$ cat src/rtl/mem_arbiter_if.sv
// Requester/memory bus of the two-port data-memory arbiter.
// Handshake: a requester holds reqN_i (with wrN_i/adrN_i/dataN_i stable) until it sees ackN_o; ackN_o is a one-cycle completion pulse and rdata_o is valid only while that ack is high.
interface mem_arbiter_if;
   logic        req0_i;
   logic        req1_i;
   logic        wr0_i;
   logic        wr1_i;
   logic [31:0] adr0_i;
   logic [31:0] adr1_i;
   logic [31:0] data0_i;
   logic [31:0] data1_i;
   logic        gnt0_o;
   logic        gnt1_o;
   logic        ack0_o;
   logic        ack1_o;
   logic [31:0] rdata_o;
   logic        stall_o;
   logic [31:0] mem_adr_o;
   logic [31:0] mem_data_o;
   logic        mem_wr_o;
   logic        mem_re_o;
   logic [31:0] mem_data_i;

   modport slave (
      input  req0_i, req1_i, wr0_i, wr1_i, adr0_i, adr1_i, data0_i, data1_i,
      input  mem_data_i,
      output gnt0_o, gnt1_o, ack0_o, ack1_o, rdata_o, stall_o,
      output mem_adr_o, mem_data_o, mem_wr_o, mem_re_o
   );

   modport master (
      output req0_i, req1_i, wr0_i, wr1_i, adr0_i, adr1_i, data0_i, data1_i,
      output mem_data_i,
      input  gnt0_o, gnt1_o, ack0_o, ack1_o, rdata_o, stall_o,
      input  mem_adr_o, mem_data_o, mem_wr_o, mem_re_o
   );
endinterface

$ cat src/rtl/mem_arbiter.sv
// Two-requester data-memory arbiter: IDLE -> ACCESS (LAT cycles) -> DONE, round-robin on ties.
// Define MEM_ARB_FIXED_PRIO_EN to make requester 0 always win ties (no last-grant register).
module mem_arbiter #(
   parameter int unsigned LAT = 2
) (
   input  logic         clk_i,
   input  logic         rst_i,
   mem_arbiter_if.slave bus,
   output logic [1:0]   dbg_state_o
);

   typedef enum logic [1:0] {
      IDLE   = 2'd0,
      ACCESS = 2'd1,
      DONE   = 2'd2
   } state_t;

   localparam logic [3:0] CNT_INIT = 4'(LAT - 1);

   state_t      state;
   logic [3:0]  cnt;
   logic        owner;
   logic        wr_q;
   logic        pick;
   logic        pick_wr;
   logic [31:0] pick_adr;
   logic [31:0] pick_data;

`ifdef MEM_ARB_FIXED_PRIO_EN
   always_comb begin
      pick = bus.req0_i ? 1'b0 : 1'b1;
   end
`else
   logic last_gnt;

   // On a tie the requester that was not served last wins.
   always_comb begin
      if (bus.req0_i && bus.req1_i) pick = ~last_gnt;
      else                          pick = bus.req0_i ? 1'b0 : 1'b1;
   end
`endif

   always_comb begin
      pick_wr   = pick ? bus.wr1_i   : bus.wr0_i;
      pick_adr  = pick ? bus.adr1_i  : bus.adr0_i;
      pick_data = pick ? bus.data1_i : bus.data0_i;
   end

   always_ff @(posedge clk_i or posedge rst_i) begin
      if (rst_i) begin
         state          <= IDLE;
         cnt            <= '0;
         owner          <= 1'b0;
         wr_q           <= 1'b0;
         bus.gnt0_o     <= 1'b0;
         bus.gnt1_o     <= 1'b0;
         bus.ack0_o     <= 1'b0;
         bus.ack1_o     <= 1'b0;
         bus.rdata_o    <= '0;
         bus.mem_adr_o  <= '0;
         bus.mem_data_o <= '0;
         bus.mem_wr_o   <= 1'b0;
         bus.mem_re_o   <= 1'b0;
`ifndef MEM_ARB_FIXED_PRIO_EN
         last_gnt       <= 1'b1;
`endif
      end else begin
         case (state)
            IDLE: begin
               if (bus.req0_i || bus.req1_i) begin
                  owner          <= pick;
                  wr_q           <= pick_wr;
                  bus.mem_adr_o  <= pick_adr;
                  bus.mem_data_o <= pick_data;
                  bus.gnt0_o     <= ~pick;
                  bus.gnt1_o     <= pick;
                  bus.mem_wr_o   <= pick_wr;
                  bus.mem_re_o   <= ~pick_wr;
                  cnt            <= CNT_INIT;
`ifndef MEM_ARB_FIXED_PRIO_EN
                  last_gnt       <= pick;
`endif
                  state          <= ACCESS;
               end
            end
            ACCESS: begin
               if (cnt == 4'd0) begin
                  // Memory data is sampled on the last strobe cycle.
                  if (!wr_q) bus.rdata_o <= bus.mem_data_i;
                  bus.mem_wr_o <= 1'b0;
                  bus.mem_re_o <= 1'b0;
                  bus.ack0_o   <= ~owner;
                  bus.ack1_o   <= owner;
                  state        <= DONE;
               end else begin
                  cnt <= cnt - 4'd1;
               end
            end
            DONE: begin
               bus.ack0_o <= 1'b0;
               bus.ack1_o <= 1'b0;
               bus.gnt0_o <= 1'b0;
               bus.gnt1_o <= 1'b0;
               state      <= IDLE;
            end
            default: state <= IDLE;
         endcase
      end
   end

   assign bus.stall_o  = bus.req0_i & ~bus.ack0_o;
   assign dbg_state_o  = state;

   a_gnt_onehot: assert property (@(posedge clk_i) disable iff (rst_i)
      !(bus.gnt0_o && bus.gnt1_o));
   a_ack_onehot: assert property (@(posedge clk_i) disable iff (rst_i)
      !(bus.ack0_o && bus.ack1_o));
   a_strobe_in_access: assert property (@(posedge clk_i) disable iff (rst_i)
      (state != ACCESS) |-> !(bus.mem_wr_o || bus.mem_re_o));

endmodule

$ cat src/flat_wrapper.sv
// flat-port wrapper written by rule: the top's interface ports become plain ports
module mem_arbiter_flat 
#(
   parameter int unsigned LAT = 2
)
  (clk_i, rst_i, dbg_state_o, bus_req0_i, bus_req1_i, bus_wr0_i, bus_wr1_i, bus_adr0_i, bus_adr1_i, bus_data0_i, bus_data1_i, bus_mem_data_i, bus_gnt0_o, bus_gnt1_o, bus_ack0_o, bus_ack1_o, bus_rdata_o, bus_stall_o, bus_mem_adr_o, bus_mem_data_o, bus_mem_wr_o, bus_mem_re_o);
  mem_arbiter_if bus_i ();
  input  logic clk_i;
  input  logic rst_i;
  output logic [1:0] dbg_state_o;
  input wire logic [$bits(bus_i.req0_i)-1:0] bus_req0_i;
  input wire logic [$bits(bus_i.req1_i)-1:0] bus_req1_i;
  input wire logic [$bits(bus_i.wr0_i)-1:0] bus_wr0_i;
  input wire logic [$bits(bus_i.wr1_i)-1:0] bus_wr1_i;
  input wire logic [$bits(bus_i.adr0_i)-1:0] bus_adr0_i;
  input wire logic [$bits(bus_i.adr1_i)-1:0] bus_adr1_i;
  input wire logic [$bits(bus_i.data0_i)-1:0] bus_data0_i;
  input wire logic [$bits(bus_i.data1_i)-1:0] bus_data1_i;
  input wire logic [$bits(bus_i.mem_data_i)-1:0] bus_mem_data_i;
  output wire logic [$bits(bus_i.gnt0_o)-1:0] bus_gnt0_o;
  output wire logic [$bits(bus_i.gnt1_o)-1:0] bus_gnt1_o;
  output wire logic [$bits(bus_i.ack0_o)-1:0] bus_ack0_o;
  output wire logic [$bits(bus_i.ack1_o)-1:0] bus_ack1_o;
  output wire logic [$bits(bus_i.rdata_o)-1:0] bus_rdata_o;
  output wire logic [$bits(bus_i.stall_o)-1:0] bus_stall_o;
  output wire logic [$bits(bus_i.mem_adr_o)-1:0] bus_mem_adr_o;
  output wire logic [$bits(bus_i.mem_data_o)-1:0] bus_mem_data_o;
  output wire logic [$bits(bus_i.mem_wr_o)-1:0] bus_mem_wr_o;
  output wire logic [$bits(bus_i.mem_re_o)-1:0] bus_mem_re_o;
  assign bus_i.req0_i = bus_req0_i;
  assign bus_i.req1_i = bus_req1_i;
  assign bus_i.wr0_i = bus_wr0_i;
  assign bus_i.wr1_i = bus_wr1_i;
  assign bus_i.adr0_i = bus_adr0_i;
  assign bus_i.adr1_i = bus_adr1_i;
  assign bus_i.data0_i = bus_data0_i;
  assign bus_i.data1_i = bus_data1_i;
  assign bus_i.mem_data_i = bus_mem_data_i;
  assign bus_gnt0_o = bus_i.gnt0_o;
  assign bus_gnt1_o = bus_i.gnt1_o;
  assign bus_ack0_o = bus_i.ack0_o;
  assign bus_ack1_o = bus_i.ack1_o;
  assign bus_rdata_o = bus_i.rdata_o;
  assign bus_stall_o = bus_i.stall_o;
  assign bus_mem_adr_o = bus_i.mem_adr_o;
  assign bus_mem_data_o = bus_i.mem_data_o;
  assign bus_mem_wr_o = bus_i.mem_wr_o;
  assign bus_mem_re_o = bus_i.mem_re_o;
  mem_arbiter #(.LAT(LAT)) u_core (.clk_i(clk_i), .rst_i(rst_i), .bus(bus_i), .dbg_state_o(dbg_state_o));
endmodule
$ cat config.mk
export PLATFORM = sky130hd
export DESIGN_NAME = mem_arbiter_flat
export DESIGN_NICKNAME = d
export VERILOG_FILES = /design/src/rtl/mem_arbiter_if.sv /design/src/rtl/mem_arbiter.sv /design/src/flat_wrapper.sv
export SDC_FILE = /design/constraint.sdc
export NUM_CORES = 1
export LEC_CHECK = 0
export BUFFER_PORTS_ARGS = -buffer_cell sky130_fd_sc_hd__clkbuf_2
export CAP_MARGIN = 20
export CORE_ASPECT_RATIO = 0.7
export CORE_MARGIN = 1
export CORE_UTILIZATION = 47
export CTS_CLUSTER_SIZE = 16
export DETAILED_ROUTE_END_ITERATION = 16
export PLACE_DENSITY = 0.9
export SLEW_MARGIN = 10
export SYNTH_ARGS = -nofsm -noshare
export SYNTH_HDL_FRONTEND = slang
export SYNTH_SLANG_ARGS = --single-unit
$ cat constraint.sdc
create_clock -name clk_i -period 5.2 [get_ports clk_i]
set_clock_uncertainty 0.2 [all_clocks]
set_input_delay 0.26 -clock clk_i [delete_from_list [all_inputs] [get_ports clk_i]]
set_output_delay 0.26 -clock clk_i [all_outputs]
set_load 0.02 [all_outputs]
Word-level counts from Yosys, hierarchy flattened --
Cells that the tools add are included.
Storage, ports and cells: flip-flop bits (word level) 111, bits of input ports 166, output and inout bits 105, word-level logic and storage cells 65
Operators by class: $add $sub $neg 1, equality and inequality tests 5, muxes and demuxes 24, bitwise logic cells 7, reductions and logical operators 14
Operators by type and width (count):
- $mux 32 | 2
- $pmux 1 s2 | 6
- $mux 1 | 10
- $reduce_and 3->1 | 3
- $mux 4 | 2
- $pmux 4 s2 | 1
- $reduce_and 2->1 | 4
- $not 1->1 | 6
- $reduce_bool 2->1 | 3
- $logic_not 4->1 | 1
- $mux 2 | 2
- $ne 2x1->1 const B | 2
- $pmux 2 s2 | 1
- $sub 4x1->4 const B | 1
- $eq 2x1->1 const B | 1
- $eq 2x2->1 const B | 1
- $logic_not 2->1 | 1
- $ne 2x2->1 const B | 1
- $and 1x1->1 | 1
- $logic_and 1x1->1 | 1
- $logic_or 1x1->1 | 1

Depth between registers and ports, before layout --
Gate-level depths: netlist (run 1).
word-level depth 6, depth in mapped cells 9, gate-level depth less buffers 6

Worst setup path before layout (run 1) --
OpenSTA, ideal clock, no wires.
path kind register -> register, from reg u_core.cnt[0], to reg u_core.bus.rdata_o[0], library setup time 0.127 ns, arrival 1.785 ns, required time 4.873 ns, setup slack 3.088 ns, cell stages (with the launch flop) 10, path buffers 3, period minus slack after synthesis 2.112 ns, path through dfrtp_1 -> inv_1 -> ha_1 -> nor3b_2 -> and3b_1 -> buf_4 -> and2b_1 -> buf_4 -> buf_6 -> mux2_1
Between the ends: cells in the longest elaborated chain, start to end 2
Ends and longest elaborated chain:
- start: declaration | RTL line mem_arbiter.sv:21 | logic [3:0] cnt;
- start signal: assignment | RTL line mem_arbiter.sv:96 | cnt <= cnt - 4'd1;
- $logic_not 4->1 | RTL line mem_arbiter.sv:87 | if (cnt == 4'd0) begin
- $reduce_and 3->1 (no source line)
- end signal: assignment | RTL line mem_arbiter.sv:89 | if (!wr_q) bus.rdata_o <= bus.mem_data_i;
- end: declaration | RTL line mem_arbiter_if.sv:27 | output gnt0_o, gnt1_o, ack0_o, ack1_o, rdata_o, stall_o,
Every way passes these cells. A chain may end at the register's enable or synchronous reset.

Worst setup path after layout (run 1) --
from reg u_core.state[0] (netlist: u_core.dbg_state_o[0]), to reg u_core.bus.mem_data_o[15]
Between the ends: cells in the longest elaborated chain, start to end 2
Ends and longest elaborated chain:
- start: declaration | RTL line mem_arbiter.sv:20 | state_t state;
- start signal: assignment | RTL line mem_arbiter.sv:51 | state <= IDLE;
- start signal: assignment | RTL line mem_arbiter.sv:83 | state <= ACCESS;
- start signal: assignment | RTL line mem_arbiter.sv:94 | state <= DONE;
- $logic_not 2->1 | RTL line mem_arbiter.sv:68 | case (state)
- $reduce_and 2->1 (no source line)
- end signal: assignment | RTL line mem_arbiter.sv:74 | bus.mem_data_o <= pick_data;
- end: declaration | RTL line mem_arbiter_if.sv:28 | output mem_adr_o, mem_data_o, mem_wr_o, mem_re_o
Every way passes these cells.

==> reports/metrics.cfg, run 1 <==
[status]
status=completed

[clock_tree]
clkSinkCount=111
cts-buffers-inserted=9
post_cts_buffers=0
clk_latency_ns=0.33
cts_resized=0
cts_root_buf=clkbuf_16
cts_max_level=3
cts_buffer_depth=2
tritoncts=built
clk_pin_slew_ns=0.07

[pwr]
vdd_drop_max_mv=0.3314
leakagePower_uw=0.004033
cellPowerDensity_nw_per_um2=565.5

[finish]
diodes=0
final_nets=1004
finalCoreUtilization_pct=84.83
syn_to_final_growth_pct=71.63
drive_gt1_share_pct=35.91
final_cell_area_um2=7849

[die]
rows=29
fp.dieW_um=119.9
core_um2=9253
fp.dieH_um=84.53
floorplan.initialDensity_pct=49.43
dieArea_um2=10140
ios=271

[place]
dpl_cell_area_um2=5991
hpwl_um=9561
place_ws_ns=2.409
place_congestion=0.8138
portBuffers=270

[sta]
setup-violations-final=0
post-route-min-period_ns=3.399
fin_tns_setup_ns=0
tightest_slew_ns=0.9898
relSlewSlack_pct=33.80
max_freq_mhz=294.2
finalCritPeriodShare_pct=65.36
maxSlewViolCount=0
hold_violations=0
final.setup.worst_slack_ns=1.801
rsz0062_at_grt=false

[routing]
drtPass1Iterations=5
route.detailed.drc=0
wl_per_cell_um=19.78
drt-vias-per-instance=5.455
antenna_left=0
wirelength_um=19090
initialDrtViolationCount=412
vias=5264

[setup_path]
cp_data_required_time_ns=5.27
crit_path_end_kind=register
critPathLaunchType=register
critPathKind=register to register
crit_path_cell_trace=or2_2, nor3_4, buf_4, a22oi_1, dlygate4sd3_1, nand2_1
worstPathArrival_ns=3.47
critPathMaxStageDelay_ns=0.81
slowest_stage=nor3_4
critPathTopFamily=simple AND/OR/NAND/NOR gates
r2r_slack_ns=1.80
critPathBufInv=2
critPathMaxFanout=43

[synth]
postSynthCellCount=417
synth_top_area_share_pct=60.19
synth_cell_types=31
yosysWarnings=0
synth-seq-cells=111
synth_area_um2=4573
yosysSeqAreaShare_pct=60.77
avgSynthCellArea_um2=10.97
yosys-top-cells-area=dfrtp_1 60%, nand2_1 11%, a22oi_1 11%
syn-num-nets=585
synth_largest_area_cell=dfrtp_1

[flow_run]
drv_cap=0

[global_route]
grt_pass1_vias=5754
grt_usage_pct=38.49
overflow=0
grt_max_degree=60
antenna_found_initial=0
grt_pass1_wl_um=29590

[min_path]
min_path_type=primary input to register

## layer usage
metal | GRT usage [%] | part of all wire, %
met1 | 40.58 | 35
met3 | 11.28 | 8.8
met5 | 0 | 0
met2 | 67.40 | 51
met4 | 25.00 | 5.6
## through the flow
step,hold WS (ns),instances,total power (µW)
final,0.04179,965,4438
after global routing,0.06452,965,4656
after CTS,0.02296,965,4273
after detailed placement,0.2044,790,3406
after global placement,0.1878,790,3298
after floorplan,0.1947,417,2713
## worst min-delay path, cell delays in order
cell      delay [ns]
clkbuf_2        0.09
a22oi_1         0.09
nand2_1         0.10
## cells in the mapped netlist, drive strengths merged
cell type	number
mux2i	3
dfrtp	110
ha	2
clkbuf	9
dfstp	1
o31a	1
or2	2
nor3	2
nor2	12
a31o	1
nand2	139
o21a	1
a21bo	1
o2bb2ai	1
buf	17
and3b	1
a21oi	2
o22ai	1
nor3b	1
and2b	1
inv	5
mux2	33
o21ai	4
a22oi	64
nor2b	1
nand2b	2
## registers in the layout (all words and copies together), names as in the netlist
register / flops
u_core.owner: 1
u_core.cnt: 4
u_core.bus.gnt1_o: 1
u_core.bus.mem_data_o: 32
u_core.bus.mem_re_o: 1
u_core.bus.rdata_o: 32
u_core.bus.mem_wr_o: 1
u_core.bus.ack0_o: 1
u_core.last_gnt: 1
u_core.wr_q: 1
u_core.bus.ack1_o: 1
u_core.bus.gnt0_o: 1
u_core.dbg_state_o: 2
u_core.bus.mem_adr_o: 32
## path summary, 6_finish.rpt
kind                                                           start                                     to  cells past startpoint
max in group asynchronous                                      rst_i   u_core.bus.mem_adr_o[10]$_DFFE_PP0P_                      4
worst max-delay path               u_core.dbg_state_o[0]$_DFFE_PP0P_  u_core.bus.mem_data_o[15]$_DFFE_PP0P_                      6
worst max register to register     u_core.dbg_state_o[0]$_DFFE_PP0P_  u_core.bus.mem_data_o[15]$_DFFE_PP0P_                      6
min in group asynchronous                                      rst_i      u_core.bus.rdata_o[5]$_DFFE_PP0P_                      3
worst min-delay path                                 bus_data1_i[21]  u_core.bus.mem_data_o[21]$_DFFE_PP0P_                      3
worst min register to register  u_core.bus.mem_adr_o[12]$_DFFE_PP0P_   u_core.bus.mem_adr_o[12]$_DFFE_PP0P_                      2
## area by class of cell
class / count / area, µm²
flip-flops and latches: 111 / 2779
clock buffers: 11 / 232.7
well taps: 124 / 155.1
clock inverters: 5 / 33.78
repair buffers: 434 / 2980
inverters: 5 / 21.27
multi-input cells: 275 / 1647
fillers: 429 / 1404
## logic make-up (layout without fill, tap and decap cells)
kind of cell	count (synthesis)	in the layout	share of synthesized area (%)
flip-flops	111	111	60.77
multiplexers	36	36	8.782
adder cells (fa/ha/maj)	2	2	0.5471
AND/OR/NAND/NOR	161	161	14.04
AO/OA/AOI/OAI	76	76	12.34
buffers and inverters	31	455	3.529
## power breakdown
| group | total [µW] | internal (µW) | switching, µW |
|---|---|---|---|
| logic | 2220 | 850 | 1370 |
| registers | 1590 | 1290 | 294 |
| clock network | 628 | 326 | 302 |
| total | 4440 | 2470 | 1970 |
## timing repair
action / in CTS / in global routing
endpoints found under the setup margin: 0 / 0
hold buffers: 159 / 0
endpoints found under the hold margin: 152 / 0
## cells in the final DEF, fill, tap and decap left out, drive strengths merged, types with 2 or more instances in the layout
cell	count
clkinvlp	2
inv	6
clkbuf	281
a22oi	64
a21oi	2
or2	2
dlygate4sd3	159
nand2	139
nor3	2
o21ai	4
buf	5
ha	2
nor2	12
dfrtp	110
nand2b	2
clkinv	2
mux2	33
mux2i	3
Power figures use the tool's default switching activity.
==> inputs of run 2 (changes only) <==
--- a/config.mk
+++ b/config.mk
@@ -5,14 +5,15 @@
 export SDC_FILE = /design/constraint.sdc
 export NUM_CORES = 1
 export LEC_CHECK = 0
+export ABC_AREA = 1
 export BUFFER_PORTS_ARGS = -buffer_cell sky130_fd_sc_hd__clkbuf_2
 export CAP_MARGIN = 20
 export CORE_ASPECT_RATIO = 0.7
 export CORE_MARGIN = 1
-export CORE_UTILIZATION = 47
+export CORE_UTILIZATION = 44
 export CTS_CLUSTER_SIZE = 16
 export DETAILED_ROUTE_END_ITERATION = 16
-export PLACE_DENSITY = 0.9
+export PLACE_DENSITY = 0.84
 export SLEW_MARGIN = 10
 export SYNTH_ARGS = -nofsm -noshare
 export SYNTH_HDL_FRONTEND = slang
==> constraint.sdc (replaced) <==
create_clock -name clk_i -period 3.55 [get_ports clk_i]
set_clock_uncertainty 0.2 [all_clocks]
set_input_delay 0.1775 -clock clk_i [delete_from_list [all_inputs] [get_ports clk_i]]
set_output_delay 0.1775 -clock clk_i [all_outputs]
set_load 0.02 [all_outputs]
==> run 2 against run 1 <==
Against the previous run:
- combinational power is 86% higher
- critical endpoint is now u_core.bus.mem_adr_o[0]$_DFFE_PP0P_
- critical path depth up 1
- sequential cell count unchanged
- utilization decreased by 6.4 points
==> reports/metrics.cfg, run 2 <==
[status]
status=completed

[finish]
layout_commonest_cell=nand2_1
reg.largest.list=u_core.bus.mem_adr_o (32), u_core.bus.mem_data_o (32), u_core.bus.rdata_o (32)
final_cell_area_um2=8155
syn_to_final_growth_pct=71.89
drive_gt1_share_pct=30.95
final_nets=1155
diodes=0
finalCoreUtilization_pct=78.45
final_cell_mix=278 x nand2_1, 270 x clkbuf_2, 163 x dlygate4sd3_1

[synth]
synth_xor_xnor_area_share_pct=0.1846
synth_area_um2=4745
synth-compound-area-share_pct=1.108
synth-seq-cells=111
synth_top_area_share_pct=58.02
avgSynthCellArea_um2=8.397
synth_edf_count=0
synth_largest_area_cell=dfrtp_1
yosys-top-cells-area=dfrtp_1 58%, nand2_1 22%, nand3_1 11%
yosysWarnings=0
syn-num-nets=733
synthArstFlopShare_pct=100.0
synth-simple-area-share_pct=34.94
synth_most_common_cell=nand2_1
synth_top_flop_cell=dfrtp_1
synthAdderAreaFrac_pct=0.5274
synth_cell_types=22
muxShareOfSynthArea_pct=0
yosysSeqAreaShare_pct=58.57
yosys-top-cells-count=278 x nand2_1, 110 x dfrtp_1, 102 x nand3_1, 18 x buf_2, 12 x nor2_1
postSynthCellCount=565
synth_top_family_by_area=simple AND/OR/NAND/NOR gates

[setup_path]
cp_data_required_time_ns=3.63
critPathKind=register to register
critPathLaunchType=register
crit_path_cell_trace=nor2_1, o21ai_4, nor2_4, buf_4, nand2_1, nand3_1, dlygate4sd3_1
crit_path_end_kind=register
slowest_stage=nor2_4
worstPathArrival_ns=2.87
critPathMaxFanout=29
critPathMaxStageDelay_ns=0.59

[place]
portBuffers=270
place_ws_ns=1.302
hpwl_um=9823
dpl_cell_area_um2=6156
place_congestion=0.7912

[clock_tree]
clk_latency_ns=0.34
clk_pin_slew_ns=0.08
cts_buffer_depth=2
tritoncts=built
clkSinkCount=111
cts_resized=0
cts_root_buf=clkbuf_16
cts-buffers-inserted=9
cts_max_level=3

[global_route]
grt_max_degree=88
gr-usage-met2_pct=60.92
grt_usage_pct=34.10
grt_pass1_wl_um=29150
grt_util_met3_pct=9.613
antenna_found_initial=0
busiest_layer=met2
grt_pass1_vias=5960
overflow=0
use_met1_pct=37.16

[pwr]
cellPowerDensity_nw_per_um2=930.2
vdd_drop_max_mv=0.4957
leakagePower_uw=0.004442

[die]
floorplan.initialDensity_pct=45.64
core_um2=10400
fp.dieW_um=126.1
ios=271
dieArea_um2=11210
fp.dieH_um=88.88
rows=31

[routing]
drt-vias-per-instance=5.246
vias=5896
wirelength_um=19110
antenna_left=0
wl_per_cell_um=17.00
initialDrtViolationCount=391
drtPass1Iterations=5
route.detailed.drc=0

[sta]
tightest_slew_ns=0.7610
relSlewSlack_pct=49.26
post-route-min-period_ns=2.789
maxSlewViolCount=0
rsz0062_at_grt=false
fin_tns_setup_ns=0
max_freq_mhz=358.6
fin_hold_ws_ns=0.09271
finalCritPeriodShare_pct=78.55
hold_violations=0
setup-violations-final=0
final.setup.worst_slack_ns=0.7614

[flow_run]
drv_cap=0

[min_path]
min_path_type=primary input to register

## run 2: cell types whose count changed after synthesis, sizes merged, moves of 4 or more
cell and delta:
a22oi -64, nand3 +102, mux2 -33, clkbuf -7, buf +11, nor2 +4
nand2 +141, inv +8
## run 2: cell type report
class,instances,area (µm²)
sequential,111,2779
timing repair buffer,441,3063
clock buffer,11,252.7
multi-input combinational,411,1757
tap,132,165.2
clock inverter,5,87.58
fill,638,2240
inverter,13,51.30
## run 2: repair_timing
action	CTS	global route
hold buffers	163	0
setup buffers	0	0
endpoints found under the setup margin	0	0
endpoints found under the hold margin	183	0
## run 2: critical path, delay by kind of cell (launching register included)
| family | cells | cell delay [ns] |
|---|---|---|
| AO/OA/AOI/OAI | 1 | 0.09 |
| flip-flops | 1 | 0.44 |
| buffers and inverters | 2 | 0.95 |
| AND/OR/NAND/NOR | 4 | 1.03 |
## run 2: cell families (layout without fill, tap and decap cells)
logic type	Yosys count	in the layout
compound gates	9	9
xor+xnor	1	1
fa+ha+maj	2	2
buf+inv	43	470
flops	111	111
simple gates	399	399
## run 2: final timing paths
path                                                    startpoint                              endpoint  slack [ns]  cells past startpoint
worst max register to register   u_core.dbg_state_o[1]$_DFFE_PP0P_   u_core.bus.mem_adr_o[0]$_DFFE_PP0P_        0.76                      7
worst min-delay path                                    bus_req1_i              u_core.owner$_DFFE_PP0P_        0.09                      5
worst min register to register  u_core.bus.rdata_o[26]$_DFFE_PP0P_    u_core.bus.rdata_o[26]$_DFFE_PP0P_        0.27                      2
worst max-delay path             u_core.dbg_state_o[1]$_DFFE_PP0P_   u_core.bus.mem_adr_o[0]$_DFFE_PP0P_        0.76                      7
max in group asynchronous                                    rst_i  u_core.bus.mem_data_o[5]$_DFFE_PP0P_        2.17                      5
min in group asynchronous                                    rst_i   u_core.bus.mem_adr_o[3]$_DFFE_PP0P_        0.13                      3
## run 2: report_power, final
part           internal (µW)  switching, µW  leakage [µW]
sequential              1910            416       0.00135
combinational           1680           2430       0.00292
clock                    665            477      0.000164
total                   4260           3330       0.00444
## run 2: per-stage QoR
| stage | power (µW) | std cells |
|---|---|---|
| 2_1_floorplan | 4363 | 565 |
| 3_3_place_gp | 5324 | 944 |
| 3_5_place_dp | 5400 | 944 |
| 4_1_cts | 7338 | 1123 |
| 5_1_grt | 8036 | 1124 |
| 6_report | 7586 | 1124 |
## run 2: routing by layer
metal | vias to the layer above | share of wire [%] | routed length [µm]
met5 | - | 0 | 0
met2 | 419 | 50 | 9489
met3 | 97 | 9.0 | 1727
li1 | 2641 | - | -
met4 | 0 | 5.1 | 972
met1 | 2739 | 36 | 6917
==> inputs of run 3 (changes only) <==
--- a/config.mk
+++ b/config.mk
@@ -10,10 +10,10 @@
 export CAP_MARGIN = 20
 export CORE_ASPECT_RATIO = 0.7
 export CORE_MARGIN = 1
-export CORE_UTILIZATION = 44
+export CORE_UTILIZATION = 40
 export CTS_CLUSTER_SIZE = 16
 export DETAILED_ROUTE_END_ITERATION = 16
-export PLACE_DENSITY = 0.84
+export PLACE_DENSITY = 0.81
 export SLEW_MARGIN = 10
 export SYNTH_ARGS = -nofsm -noshare
 export SYNTH_HDL_FRONTEND = slang
==> constraint.sdc (replaced) <==
create_clock -name clk_i -period 2.5 [get_ports clk_i]
set_clock_uncertainty 0.2 [all_clocks]
set_input_delay 0.125 -clock clk_i [delete_from_list [all_inputs] [get_ports clk_i]]
set_output_delay 0.125 -clock clk_i [all_outputs]
set_load 0.02 [all_outputs]
==> run 3 against run 2 <==
Against the previous run:
- final cell count rose by 2.1%
- utilization fell by 6.1 points
- sequential share of layout area fell by 0.078 points
- total power rose by 41%
- sequential power rose by 41%
- largest cell class unchanged
- largest power group unchanged
==> reports/metrics.cfg, run 3 (synthesized netlist as in run 2, its figures left out) <==
[global_route]
overflow=0
antenna_found_initial=2
grt_max_degree=96
grt_pass1_wl_um=30640
grt_usage_pct=32.00
grt_pass1_vias=6076

[place]
place_ws_ns=0.6317
dpl_cell_area_um2=6216
place_congestion=0.7915
portBuffers=270
hpwl_um=9756

[flow_run]
drv_cap=0

[sta]
tightest_slew_ns=0.7165
setup-violations-final=0
relSlewSlack_pct=52.23
maxSlewViolCount=0
post-route-min-period_ns=2.389
finalCritPeriodShare_pct=95.55
fin_tns_setup_ns=0
final.setup.worst_slack_ns=0.1114
rsz0062_at_grt=false
max_freq_mhz=418.7
hold_violations=0

[pwr]
cellPowerDensity_nw_per_um2=1305
leakagePower_uw=0.004426
p_total_uw=10670
vdd_drop_max_mv=0.6812

[finish]
layout_commonest_cell=nand2_1
drive_gt1_share_pct=31.19
reg.largest.list=u_core.bus.mem_adr_o (32), u_core.bus.mem_data_o (32), u_core.bus.rdata_o (32)
syn_to_final_growth_pct=72.28
final_nets=1157
final_cell_mix=278 x nand2_1, 270 x clkbuf_2, 163 x dlygate4sd3_1
finalCoreUtilization_pct=72.40
fillers=737
final_cell_area_um2=8174

[min_path]
min_path_type=primary input to register
hold_depth=5
holdCritStartpoint=bus_req1_i
holdPathEnd=u_core.owner$_DFFE_PP0P_

[setup_path]
critPathMostFrequentCell=nor2_4
critPathBufInv=2
slowest_stage=dlygate4sd3_1
critPathMaxStageDelay_ns=0.60
r2r_end=u_core.bus.mem_data_o[13]$_DFFE_PP0P_
cp_data_required_time_ns=2.57
timing.rr.start=u_core.dbg_state_o[1]$_DFFE_PP0P_
crit_path_end_kind=register
reg2reg_depth=7
r2r_slack_ns=0.11
critPathKind=register to register
critPathMaxFanout=32
crit_path_cell_trace=nor2_4, o21ai_4, nor2_4, buf_12, nand2_1, nand3_1, dlygate4sd3_1
critPathLaunchType=register
worstPathArrival_ns=2.46
critPathTopFamily=buffers and inverters

[routing]
wirelength_um=19640
route.detailed.drc=0
drtPass1Iterations=9
initialDrtViolationCount=427
drt-vias-per-instance=5.208
antenna_left=0
vias=5979
wl_per_cell_um=17.10

[clock_tree]
tritoncts=built
cts_root_buf=clkbuf_16
clkSinkCount=111
cts_max_level=3
post_cts_buffers=0
clk_pin_slew_ns=0.07
cts_buffer_depth=2
clk_latency_ns=0.34
cts-buffers-inserted=9

[die]
core_um2=11290
fp.dieH_um=93.12
dieArea_um2=12310
rows=32
fp.dieW_um=132.2
ios=271
floorplan.initialDensity_pct=42.02

[status]
status=completed

## run 3: cell count changes in the layout (fill, tap and decap cells not counted), moves of 2 or more
cell       delta
clkinv_4      +2
clkinv_2      +2
bufinv_16     -2
buf_12        +2
## run 3: worst reg2reg max path, cell delays in order, from the launching register on
cell and delay (ns):
dfrtp_1 0.47, nor2_4 0.17, o21ai_4 0.18, nor2_4 0.22, buf_12 0.22, nand2_1 0.09
nand3_1 0.18, dlygate4sd3_1 0.60
## run 3: layout make-up
type / count / area (µm²) / share of cell area, %
antenna: 1 / 2.502 / 0.03061
multi-input combinational: 412 / 1773 / 21.69
clock buffer: 10 / 239.0 / 2.924
tap: 153 / 191.4 / 2.342
sequential: 111 / 2779 / 34.00
clock inverter: 6 / 43.79 / 0.5357
timing repair buffer: 442 / 3093 / 37.84
inverter: 13 / 52.55 / 0.6429
## run 3: stage by stage
stage / cells / hold WS (ns)
2_1_floorplan: 565 / 0.04487
3_3_place_gp: 966 / -0.07276
3_5_place_dp: 966 / -0.06298
4_1_cts: 1145 / 0.02152
5_1_grt: 1148 / 0.1291
6_report: 1148 / 0.06994
## run 3: worst max path at each step
| stage | start | to | slack (ns) | depth (start not counted) |
|---|---|---|---|---|
| final | u_core.dbg_state_o[1]$_DFFE_PP0P_ | u_core.bus.mem_data_o[13]$_DFFE_PP0P_ | 0.11 | 7 |
| after global placement | bus_req1_i | u_core.bus.mem_adr_o[22]$_DFFE_PP0P_ | 0.69 | 5 |
| after floorplan | rst_i | u_core.bus.ack0_o$_DFFE_PP0P_ | 0.83 | 1 |
| after global routing | u_core.dbg_state_o[1]$_DFFE_PP0P_ | u_core.bus.mem_data_o[13]$_DFFE_PP0P_ | 0.02 | 7 |
| after CTS | u_core.dbg_state_o[1]$_DFFE_PP0P_ | u_core.bus.mem_adr_o[29]$_DFFE_PP0P_ | 0.09 | 7 |
| after detailed placement | u_core.dbg_state_o[1]$_DFFE_PP0P_ | u_core.bus.mem_adr_o[25]$_DFFE_PP0P_ | 0.63 | 6 |
## run 3: metal layers
metal / GRT usage (%) / routed length, µm / vias up
met4: 18.10 / 954 / 2
met1: 36.50 / 7108 / 2746
met5: 0 / 13 / -
met3: 8.997 / 1984 / 115
li1: - / - / 2647
met2: 54.81 / 9574 / 469
## run 3: power by group
part	switching, µW	leakage (µW)	internal (µW)
combinational	3560	0.00293	2460
sequential	569	0.00135	2710
clock	665	0.000139	708
total	4790	0.00443	5880
## run 3: timing repair
item	in CTS	in global routing
hold endpoints to repair	115	0
resized for setup	0	2
hold buffers	163	0
setup endpoints to repair	0	54
